$ cat config.mk
export PLATFORM = sky130hd
export DESIGN_NAME = adc_capture_engine
export DESIGN_NICKNAME = d
export VERILOG_FILES = /design/src/rtl/adc_capture_pkg.sv /design/src/rtl/adc_bit_packer.sv /design/src/rtl/adc_capture_engine.sv
export SDC_FILE = /design/constraint.sdc
export NUM_CORES = 2
export LEC_CHECK = 0
export ABC_AREA = 1
export CAP_MARGIN = 20
export CORE_MARGIN = 3
export CORE_UTILIZATION = 30
export CTS_BUF_LIST = sky130_fd_sc_hd__clkbuf_4 sky130_fd_sc_hd__clkbuf_8 sky130_fd_sc_hd__clkbuf_16
export DETAILED_ROUTE_END_ITERATION = 10
export RECOVER_POWER = 25
export REMOVE_ABC_BUFFERS = 1
export SYNTH_ARGS = -nofsm -noshare
export SYNTH_HDL_FRONTEND = slang
export SYNTH_SLANG_ARGS = --single-unit
$ cat constraint.sdc
create_clock -name adc_clkinp -period 24.9 [get_ports adc_clkinp]
set_input_delay 3.735 -clock adc_clkinp [delete_from_list [all_inputs] [get_ports adc_clkinp]]
set_output_delay 3.735 -clock adc_clkinp [all_outputs]
set_load 0.02 [all_outputs]
$ cat src/rtl/adc_capture_pkg.sv
// Shared types and constants for the ADC capture engine: FSM states, mode encodings,
// interrupt bit positions and the parameter-consistency check used at elaboration.
package adc_capture_pkg;

    typedef enum logic [1:0] {
        ST_IDLE    = 2'd0,
        ST_CAPTURE = 2'd1,
        ST_DONE    = 2'd2
    } cap_state_t;

    localparam logic MODE_DECIMATE = 1'b0;
    localparam logic MODE_SUM      = 1'b1;
    localparam logic PACK_PADDED   = 1'b0;
    localparam logic PACK_PACKED   = 1'b1;

    localparam int IRQ_DONE_BIT = 0;
    localparam int IRQ_CLIP_BIT = 1;

    // Lanes must hold a full group sum, and the lanes must tile the RAM word exactly.
    function automatic bit params_ok(input int num_ch, input int sample_w, input int lane_w,
                                     input int ram_w, input int div_w);
        return (lane_w >= sample_w + div_w) && (num_ch * lane_w == ram_w) && (ram_w % 8 == 0);
    endfunction

endpackage

$ cat src/rtl/adc_bit_packer.sv
// Appends IN_W-bit fields LSB-first into a bit buffer and emits OUT_W-bit words.
// out_valid/out_data are combinational in the cycle the completing field arrives.
module adc_bit_packer #(
    parameter int IN_W  = 96,
    parameter int OUT_W = 128
) (
    input  logic             adc_clkinp,
    input  logic             iStateReset,
    input  logic             in_valid,
    input  logic [IN_W-1:0]  in_data,
    input  logic             flush_clear,
    output logic             out_valid,
    output logic [OUT_W-1:0] out_data
);
    localparam int BUF_W  = IN_W + OUT_W;
    localparam int FILL_W = $clog2(BUF_W + 1);

    logic [BUF_W-1:0]  pk_buf_q, pk_buf_d, merged;
    logic [FILL_W-1:0] fill_q, fill_d, fill_sum;

    // fill_q stays below OUT_W, so the shifted field always fits inside the buffer.
    always_comb begin
        merged    = pk_buf_q | ({{OUT_W{1'b0}}, in_data} << fill_q);
        fill_sum  = fill_q + FILL_W'(IN_W);
        out_valid = 1'b0;
        out_data  = merged[OUT_W-1:0];
        pk_buf_d  = pk_buf_q;
        fill_d    = fill_q;
        if (flush_clear) begin
            pk_buf_d = '0;
            fill_d   = '0;
        end else if (in_valid) begin
            if (fill_sum >= FILL_W'(OUT_W)) begin
                out_valid = 1'b1;
                pk_buf_d  = merged >> OUT_W;
                fill_d    = fill_sum - FILL_W'(OUT_W);
            end else begin
                pk_buf_d  = merged;
                fill_d    = fill_sum;
            end
        end
    end

    always_ff @(posedge adc_clkinp or posedge iStateReset) begin
        if (iStateReset) begin
            pk_buf_q <= '0;
            fill_q   <= '0;
        end else begin
            pk_buf_q <= pk_buf_d;
            fill_q   <= fill_d;
        end
    end

endmodule

$ cat src/rtl/adc_capture_engine.sv
// Triggered ADC capture: decimates or sums frames per group, writes lane-padded or
// bit-packed words to the capture RAM and raises an interrupt at end of record.
module adc_capture_engine
    import adc_capture_pkg::*;
#(
    parameter int NUM_CH   = 8,
    parameter int SAMPLE_W = 12,
    parameter int LANE_W   = 16,
    parameter int RAM_W    = 128,
    parameter int ADDR_W   = 15,
    parameter int DIV_W    = 4,
    parameter int SHIFT_W  = 4
) (
    input  logic                     adc_clkinp,
    input  logic                     iStateReset,
    input  logic                     iSampleValid,
    input  logic [NUM_CH*SAMPLE_W-1:0] iSamples,
    input  logic                     iTrig,
    input  logic [ADDR_W:0]          iRecLength,
    input  logic [DIV_W-1:0]         iDivisor,
    input  logic                     iMode,
    input  logic                     iPack,
    input  logic [SHIFT_W-1:0]       iSumShift,
    input  logic                     iClearIrq,
    output logic                     otxTrigAck,
    output logic                     oWREN,
    output logic                     oCLKEN,
    output logic                     oCHIPSEL,
    output logic [RAM_W/8-1:0]       oBYTEEN,
    output logic [ADDR_W-1:0]        oWAddr,
    output logic [RAM_W-1:0]         oADCData,
    output logic [31:0]              oRcvInterrupt
);
    localparam int LEN_W = ADDR_W + 1;
    localparam int PK_W  = NUM_CH * SAMPLE_W;
    localparam logic [LEN_W-1:0] MAX_LEN = LEN_W'(1) << ADDR_W;

    if (!params_ok(NUM_CH, SAMPLE_W, LANE_W, RAM_W, DIV_W)) begin : g_bad_params
        $error("adc_capture_engine: LANE_W/RAM_W parameter constraints violated");
    end

    function automatic logic [SAMPLE_W-1:0] sat_field(input logic [LANE_W-1:0] v,
                                                       input logic [SHIFT_W-1:0] sh);
        logic [LANE_W-1:0] s;
        s = v >> sh;
        if (s > LANE_W'({SAMPLE_W{1'b1}})) return '1;
        return s[SAMPLE_W-1:0];
    endfunction

    cap_state_t        state_q, state_d;
    logic              trig_d, trig_rise, start, frame, vec_done, wr_go, word_vld;
    logic              len_clip, mode_q, pack_q, vld_p0, pk_valid;
    logic [LEN_W-1:0]  len_lat, len_q, wcnt_q;
    logic [DIV_W-1:0]  div_q, cnt_q;
    logic [SHIFT_W-1:0] shift_q;
    logic [RAM_W-1:0]  acc_q, acc_next, vec_p0, word, pk_data;
    logic [PK_W-1:0]   pk_fields;
    logic [1:0]        irq_q;

    assign trig_rise = iTrig & ~trig_d;
    assign start     = (state_q == ST_IDLE) && trig_rise && !iClearIrq;
    assign frame     = (state_q == ST_CAPTURE) && iSampleValid;
    assign vec_done  = frame && (cnt_q == div_q);
    assign len_clip  = iRecLength > MAX_LEN;
    assign len_lat   = len_clip ? MAX_LEN : iRecLength;

    assign otxTrigAck    = (state_q == ST_CAPTURE);
    assign oCLKEN        = (state_q == ST_CAPTURE);
    assign oCHIPSEL      = (state_q == ST_CAPTURE);
    assign oBYTEEN       = (state_q == ST_CAPTURE) ? '1 : '0;
    assign oRcvInterrupt = {30'd0, irq_q};

    always_comb begin
        acc_next = acc_q;
        for (int c = 0; c < NUM_CH; c++) begin
            if (cnt_q == '0)
                acc_next[c*LANE_W +: LANE_W] = LANE_W'(iSamples[c*SAMPLE_W +: SAMPLE_W]);
            else if (mode_q == MODE_SUM)
                acc_next[c*LANE_W +: LANE_W] = acc_q[c*LANE_W +: LANE_W]
                                             + LANE_W'(iSamples[c*SAMPLE_W +: SAMPLE_W]);
        end
    end

    // Stage p0 -> output: vec_p0 feeds either the padded word or the packer.
    always_comb begin
        pk_fields = '0;
        for (int c = 0; c < NUM_CH; c++) begin
            if (mode_q == MODE_DECIMATE)
                pk_fields[c*SAMPLE_W +: SAMPLE_W] = vec_p0[c*LANE_W +: SAMPLE_W];
            else
                pk_fields[c*SAMPLE_W +: SAMPLE_W] = sat_field(vec_p0[c*LANE_W +: LANE_W], shift_q);
        end
    end

    adc_bit_packer #(.IN_W(PK_W), .OUT_W(RAM_W)) u_packer (
        .adc_clkinp  (adc_clkinp),
        .iStateReset (iStateReset),
        .in_valid    (vld_p0 && (pack_q == PACK_PACKED)),
        .in_data     (pk_fields),
        .flush_clear (state_q != ST_CAPTURE),
        .out_valid   (pk_valid),
        .out_data    (pk_data)
    );

    always_comb begin
        word_vld = (pack_q == PACK_PADDED) ? vld_p0 : pk_valid;
        word     = (pack_q == PACK_PADDED) ? vec_p0 : pk_data;
        wr_go    = (state_q == ST_CAPTURE) && word_vld && (wcnt_q < len_q);
    end

    always_comb begin
        state_d = state_q;
        case (state_q)
            ST_IDLE:    if (start) state_d = (len_lat == '0) ? ST_DONE : ST_CAPTURE;
            ST_CAPTURE: if (oWREN && (wcnt_q == len_q)) state_d = ST_DONE;
            ST_DONE:    if (iClearIrq) state_d = ST_IDLE;
            default:    state_d = ST_IDLE;
        endcase
    end

    always_ff @(posedge adc_clkinp or posedge iStateReset) begin
        if (iStateReset) begin
            state_q  <= ST_IDLE;
            trig_d   <= 1'b0;
            len_q    <= '0;
            div_q    <= '0;
            mode_q   <= 1'b0;
            pack_q   <= 1'b0;
            shift_q  <= '0;
            cnt_q    <= '0;
            acc_q    <= '0;
            vec_p0   <= '0;
            vld_p0   <= 1'b0;
            wcnt_q   <= '0;
            oWREN    <= 1'b0;
            oWAddr   <= '0;
            oADCData <= '0;
            irq_q    <= '0;
        end else begin
            state_q <= state_d;
            trig_d  <= iTrig;
            if (start) begin
                len_q   <= len_lat;
                div_q   <= iDivisor;
                mode_q  <= iMode;
                pack_q  <= iPack;
                shift_q <= iSumShift;
                wcnt_q  <= '0;
            end
            if (state_q != ST_CAPTURE) begin
                cnt_q <= '0;
                acc_q <= '0;
            end else if (frame) begin
                acc_q <= acc_next;
                cnt_q <= vec_done ? '0 : cnt_q + 1'b1;
            end
            vld_p0 <= vec_done;
            if (vec_done) vec_p0 <= acc_next;
            oWREN <= wr_go;
            if (wr_go) begin
                oWAddr   <= wcnt_q[ADDR_W-1:0];
                oADCData <= word;
                wcnt_q   <= wcnt_q + 1'b1;
            end
            if (start) begin
                irq_q[IRQ_CLIP_BIT] <= len_clip;
                irq_q[IRQ_DONE_BIT] <= (len_lat == '0);
            end else if ((state_q == ST_CAPTURE) && (state_d == ST_DONE)) begin
                irq_q[IRQ_DONE_BIT] <= 1'b1;
            end else if (iClearIrq) begin
                irq_q <= '0;
            end
        end
    end

endmodule

; Word-level counts from Yosys, hierarchy flattened
; Index checks and enable logic that the tools add are counted.
[word_totals]
ff_bits = 684
out_inout_bits = 195
elab_cells = 165
ram_bits = 0
latch_bits = 0
mem_bits_ro = 0
memories = 0
input_bits = 127
[classes]
n_mux = 85
n_eq_ne = 7
n_addsub = 12
multipliers = 0
n_div = 0
bitwise = 3
n_reduce_logical = 19
n_lt_le_gt_ge = 11
n_shift = 9
[op_table]
columns = operator, n
row1 = $mux 224, 3
row2 = $mux 128, 3
row3 = $mux 16, 20
row4 = $mux 12, 24
row5 = $or 224x224->224, 1
row6 = $shl 96x8->224, 1
row7 = $add 16x12->16, 8
row8 = $gt 16x12->1 const B, 8
row9 = $shr 16x4->16, 8
row10 = $mux 8, 3
row11 = $mux 1, 22
row12 = $add 16x1->16 const B, 1
row13 = $eq 16x16->1, 1
row14 = $gt 16x16->1 const B, 1
row15 = $logic_not 16->1, 1
row16 = $lt 16x16->1, 1
row17 = $mux 2, 6
row18 = $mux 4, 3
row19 = $logic_and 1x1->1, 9
row20 = $add 8x7->8 const B, 1
row21 = $ge 8x8->1 const B, 1
row22 = $reduce_bool 2->1, 4
row23 = $sub 8x8->8 const B, 1
row24 = $pmux 2 s3, 1
row25 = 13 further kinds, 14

; Logic depth before layout (Yosys ltp)
[depth]
depth_word = 11
depth_mapped = 17
mapped_depth_nobuf = 15

; Hierarchy
; From an unflattened synthesis, not the netlist that was laid out.
[unflattened]
cells_unflattened = 7314
area_unflattened_um2 = 47413.0
[by_module_without_submodules]
columns = mod, area_per_inst_um2, cells_each, instances, seq_area_each_um2
row1 = adc_capture_engine, 33474.6, 5136, 1, 11310.8
row2 = adc_bit_packer, 13938.4, 2178, 1, 5680.4

; Least setup slack after synthesis
; No wires, ideal clock.
[synth_timing]
path_type = input-to-reg
startpoint = in iSamples[24]
endpoint = reg acc_q[42]
setup_time_ns = 0.118
stages = 13
arrival_time_ns = 5.415
n_path_buf = 0
slack_ns = 19.367
cell_sequence = ha_1 fa_1 nand3_1 nand3_1 nand2_1 nand2_1 nand2_1 o21ai_0 a21boi_0 xor2_1 o21ai_0 nand3_1 nand2_1
[synth_via]
elab_chain_len = 5
[synth_rtl]
columns = element, line_no
row1 = start: declaration, adc_capture_engine.sv:17  ; input logic [NUM_CH*SAMPLE_W-1:0] iSamples,
row2 = $add 16x12->16, adc_capture_engine.sv:80  ; + LANE_W'(iSamples[c*SAMPLE_W +: SAMPLE_W]);
row3 = $mux 16, adc_capture_engine.sv:78  ; else if (mode_q == MODE_SUM)
row4 = $mux 16, adc_capture_engine.sv:76  ; if (cnt_q == '0)
row5 = $mux 128, adc_capture_engine.sv:153  ; end else if (frame) begin
row6 = $mux 128, adc_capture_engine.sv:150  ; if (state_q != ST_CAPTURE) begin
row7 = end signal: assignment, adc_capture_engine.sv:154  ; acc_q <= acc_next;
row8 = end: declaration, adc_capture_engine.sv:56  ; logic [RAM_W-1:0] acc_q, acc_next, vec_p0, word, pk_data;
; Every way passes these cells. The select of a mux whose other input is x is not followed.
; A chain may end at the register's enable or synchronous reset.

; Final worst setup path
[layout_timing]
startpoint = reg u_packer.fill_q[5]
endpoint = reg oADCData[59]
[layout_via]
elab_chain_len = 8
elab_cells_between_ends = 11
[layout_rtl]
columns = element, line_no
row1 = start: declaration, adc_bit_packer.sv:19  ; logic [FILL_W-1:0] fill_q, fill_d, fill_sum;
row2 = start signal: assignment, adc_bit_packer.sv:50  ; fill_q <= fill_d;
row3 = $add 8x7->8, adc_bit_packer.sv:24  ; fill_sum = fill_q + FILL_W'(IN_W);
row4 = $ge 8x8->1, adc_bit_packer.sv:33  ; if (fill_sum >= FILL_W'(OUT_W)) begin
row5 = $mux 1, adc_bit_packer.sv:33
row6 = $mux 1, adc_bit_packer.sv:32  ; end else if (in_valid) begin
row7 = $mux 1, adc_bit_packer.sv:29  ; if (flush_clear) begin
row8 = $mux 1, adc_capture_engine.sv:106  ; word_vld = (pack_q == PACK_PADDED) ? vld_p0 : pk_valid;
row9 = $logic_and 1x1->1 (2 in series), adc_capture_engine.sv:108  ; wr_go = (state_q == ST_CAPTURE) && word_vld && (wcnt_q < len_q);
row10 = end signal: assignment, adc_capture_engine.sv:162  ; oADCData <= word;
row11 = end: declaration, adc_capture_engine.sv:31  ; output logic [RAM_W-1:0] oADCData,
; Parallel ways exist; a longest one is shown, timed or not.

==> impl_results.md <==
- Result of the run: finished, violations left
- Violated checks: max-capacitance violations, max-slew violations
- Vias in the first global route: approximately 44000
- TritonCTS Buffers: 80
- Crit-path max FO: approximately 110
- Die span in y: just under 400 um
- Clock Sinks: 679
- Worst EP required: 25470 ps
- Leakage power: roughly 0.024 uW
- Total of max-cap violations: 16
- Synth Flop Type: dfrtp_1
- Hold Fails Final Rpt: 0
- Final GP Congestion: slightly below 1
- Final #Nets: 6870
- Layout Skew: between 50 and 60 ps
- Post-detailed-route wirelength per cell: between 20 and 25 um
- Cts hold-fix bufs: 0
- Top-area cell type share of the netlist area: roughly 37%
- Fin worst setup slack: around 11000 ps
- Number of diodes: 0
- Max Slew Vio Count: between 900 and 1000
- Die ar.: approximately 160000 sq um
- Hold depth: 2
- Reg2reg end: oADCData[59]
- Antenna Nets Post-Route: 0
- PortBufs: between 200 and 300
- DR vias: between 40000 and 50000
- Clock latency on the worst-skew pair: 690 ps
- # IOs: between 300 and 400
- Worst Hold Launch: u_packer.pk_buf_q[166]
- Drt via density: between 5 and 6
- TNS Setup: 0 ps
- Post-CTS setup buffer count: 0
- Post-CTS sizing: 0
- Std cell rows: about 140
- Unrepaired setup endpoints after global routing: false
- WP data arrival: 14930 ps
- R2R depth: 11
- FF/Latch Area: ~17000 sq um
- Post-synthesis sequential area ratio: between 30 and 40%
- Reg2reg start: u_packer.fill_q[5]
- CTS tree: built
- Syn Std Cell Area: approximately 45000 sq um
- Max_slew headroom: -445%
- HPWL after DPL: ~130000 um
- Final instance area: about 52000 sq um
- Final worst-path cycle share: 57.7%
- Minimum clock period: 14360 ps
- Synth area leaders: dfrtp_1 37%, nand2_1 17%, nand3_1 11%
- Synth Register Bits: about 680
- Power per Cell Area: between 100 and 150 nW/um^2
- CP startpoint kind: flop
- Footprint of the multi-input gates: about 24000 sq um
- Largest net degree at the start of global routing: around 170
- F_max: 0.0696 GHz
- HP Class: reg2reg
- Slew of the pin with the lowest slew margin: 8170 ps
- CTS root buffer: clkbuf_16
- Crit. End Element: flop
- Synth cell count leaders: 2061 x nand2_1, 1004 x nand3_1, 679 x dfrtp_1
- Layout area overhead: 14.5%
- Die width: 395 um
- Distinct cells, synth: 56
- Count leader, synth: nand2_1
- Hold EP: u_packer.pk_buf_q[166]
- First-pass GRT wire length: about 280000 um
- Post-synth EDFFs: 0
- CTS Buffer Depth: 3
- # setup viols final: 0
- Reg2reg setup slack: approximately 11000 ps
- DRT Wirelength: 188000 um
- Filler Cell Count: ~16000
- Max rail drop VDD: 0.0619 mV
- Reg clk slew, reported paths: around 70 ps
- Synth Area per Inst: 6.86 sq um
- Synth Instances: 6622
- Initial core utilization: 30.3%
- Synth async-reset ratio: 100%
- Post-route DRC: 0
- Gr ovfl total: 0
- Total Routing Usage GR: a little under a quarter
- Total power: 7690 uW
- Core Region: about 150000 sq um
- Pre-CTS setup slack: 17640 ps
- Share of layout cells above drive strength 1: under 10%
- Yosys Warn Count: 0
- CP Class: reg2reg
- DRT iter0 DRCs: roughly 5000
- H-tree Lvls: 3
- Dpl cell area: 49200 sq um
- Post-synth top area cell: dfrtp_1
- Initial antenna violation count: 7
- Drt pass-1 iters: 7
==> state kept, by name, indices dropped and copies added (netlist names) <==
register and flops:
u_packer.pk_buf_q 224, acc_q 128, oADCData 128, vec_p0 128, len_q 16, wcnt_q 16, oWAddr 15, cnt_q 4
div_q 4, shift_q 4, u_packer.fill_q 3, irq_q 2, state_q 2, mode_q 1, oWREN 1, pack_q 1
trig_d 1, vld_p0 1
==> where the power goes <==
group | switching [uW] | leakage, uW | internal (uW)
Clock | 536 | 0.00142 | 761
Sequential | 452 | 0.00896 | 1440
Combinational | 3160 | 0.0139 | 1340
Total | 4150 | 0.0243 | 3540
==> final cells by class <==
type | count | share of cell area [%]
Tap cell | 2016 | 4.85
Inverter | 468 | 3.43
Clock buffer | 107 | 4.41
Timing Repair Buffer | 360 | 6.56
Clock inverter | 43 | 1.15
Multi-Input combinational cell | 5030 | 46.9
Sequential cell | 679 | 32.7
==> logic make-up after synthesis <==
group                    share of synthesized area, %
other                                         0.00825
buffers and inverters                            9.22
XOR/XNOR                                         1.25
adder cells (fa/ha/maj)                          3.55
flip-flops                                       37.4
AND/OR/NAND/NOR                                  33.6
AO/OA/AOI/OAI                                    14.9
==> critical path, stage by stage, from the launching register on <==
cell,delay (ps)
dfrtp_1,970
clkinvlp_2,280
clkbuf_1,2320
ha_1,460
xor2_1,300
nor2_1,600
a21oi_1,500
nor4_1,100
nand2_1,1730
clkbuf_1,4810
a21oi_1,1510
a21oi_1,490
==> metal layers <==
layer | wire length (um) | GRT usage [%] | vias to the layer above
li1 | - | - | 22000
met1 | 80300 | 32.0 | 22600
met2 | 81200 | 35.3 | 2206
met3 | 16200 | 3.70 | 420
met4 | 10200 | 11.3 | 4
met5 | 32 | 0 | -
==> cells in the final DEF, fill, tap and decap left out, drive strengths merged, types with 44 or more instances in the layout <==
cell / netlist / final
buf: 265 / 60
o21ai: 518 / 518
dfrtp: 679 / 679
clkbuf: 209 / 116
inv: 467 / 463
nand2: 2064 / 2064
a21oi: 433 / 433
o211ai: 56 / 56
a22oi: 45 / 45
nand3: 1006 / 1006
o22ai: 53 / 53
nand4: 100 / 100
ha: 116 / 116
clkdlybuf4s50: 0 / 288
xor2: 44 / 44
or2: 65 / 65
nor2: 305 / 305
==> per-stage QoR <==
stage / instances / utilization [%] / hold WS (ps)
CTS: 8703 / 34.7 / 476
detailed placement: 8553 / 32.8 / 460
global route: 8703 / 34.6 / 494
global placement: 8553 / 32.8 / 453
floorplan: 6177 / - / 440
finish: 8703 / 34.6 / 477
==> worst max-delay path by stage <==
stage / cells past startpoint / slack [ps] / endpoint / from
floorplan: 1 / 2130 / acc_q[0] / iStateReset
global placement: 10 / 17680 / vec_p0[15] / iSampleValid
detailed placement: 10 / 17640 / vec_p0[6] / iSampleValid
CTS: 10 / 18310 / vec_p0[3] / iSampleValid
global route: 3 / 9220 / u_packer.pk_buf_q[122] / iStateReset
finish: 11 / 10540 / oADCData[59] / u_packer.fill_q[5]
Power figures use the tool's default switching activity.
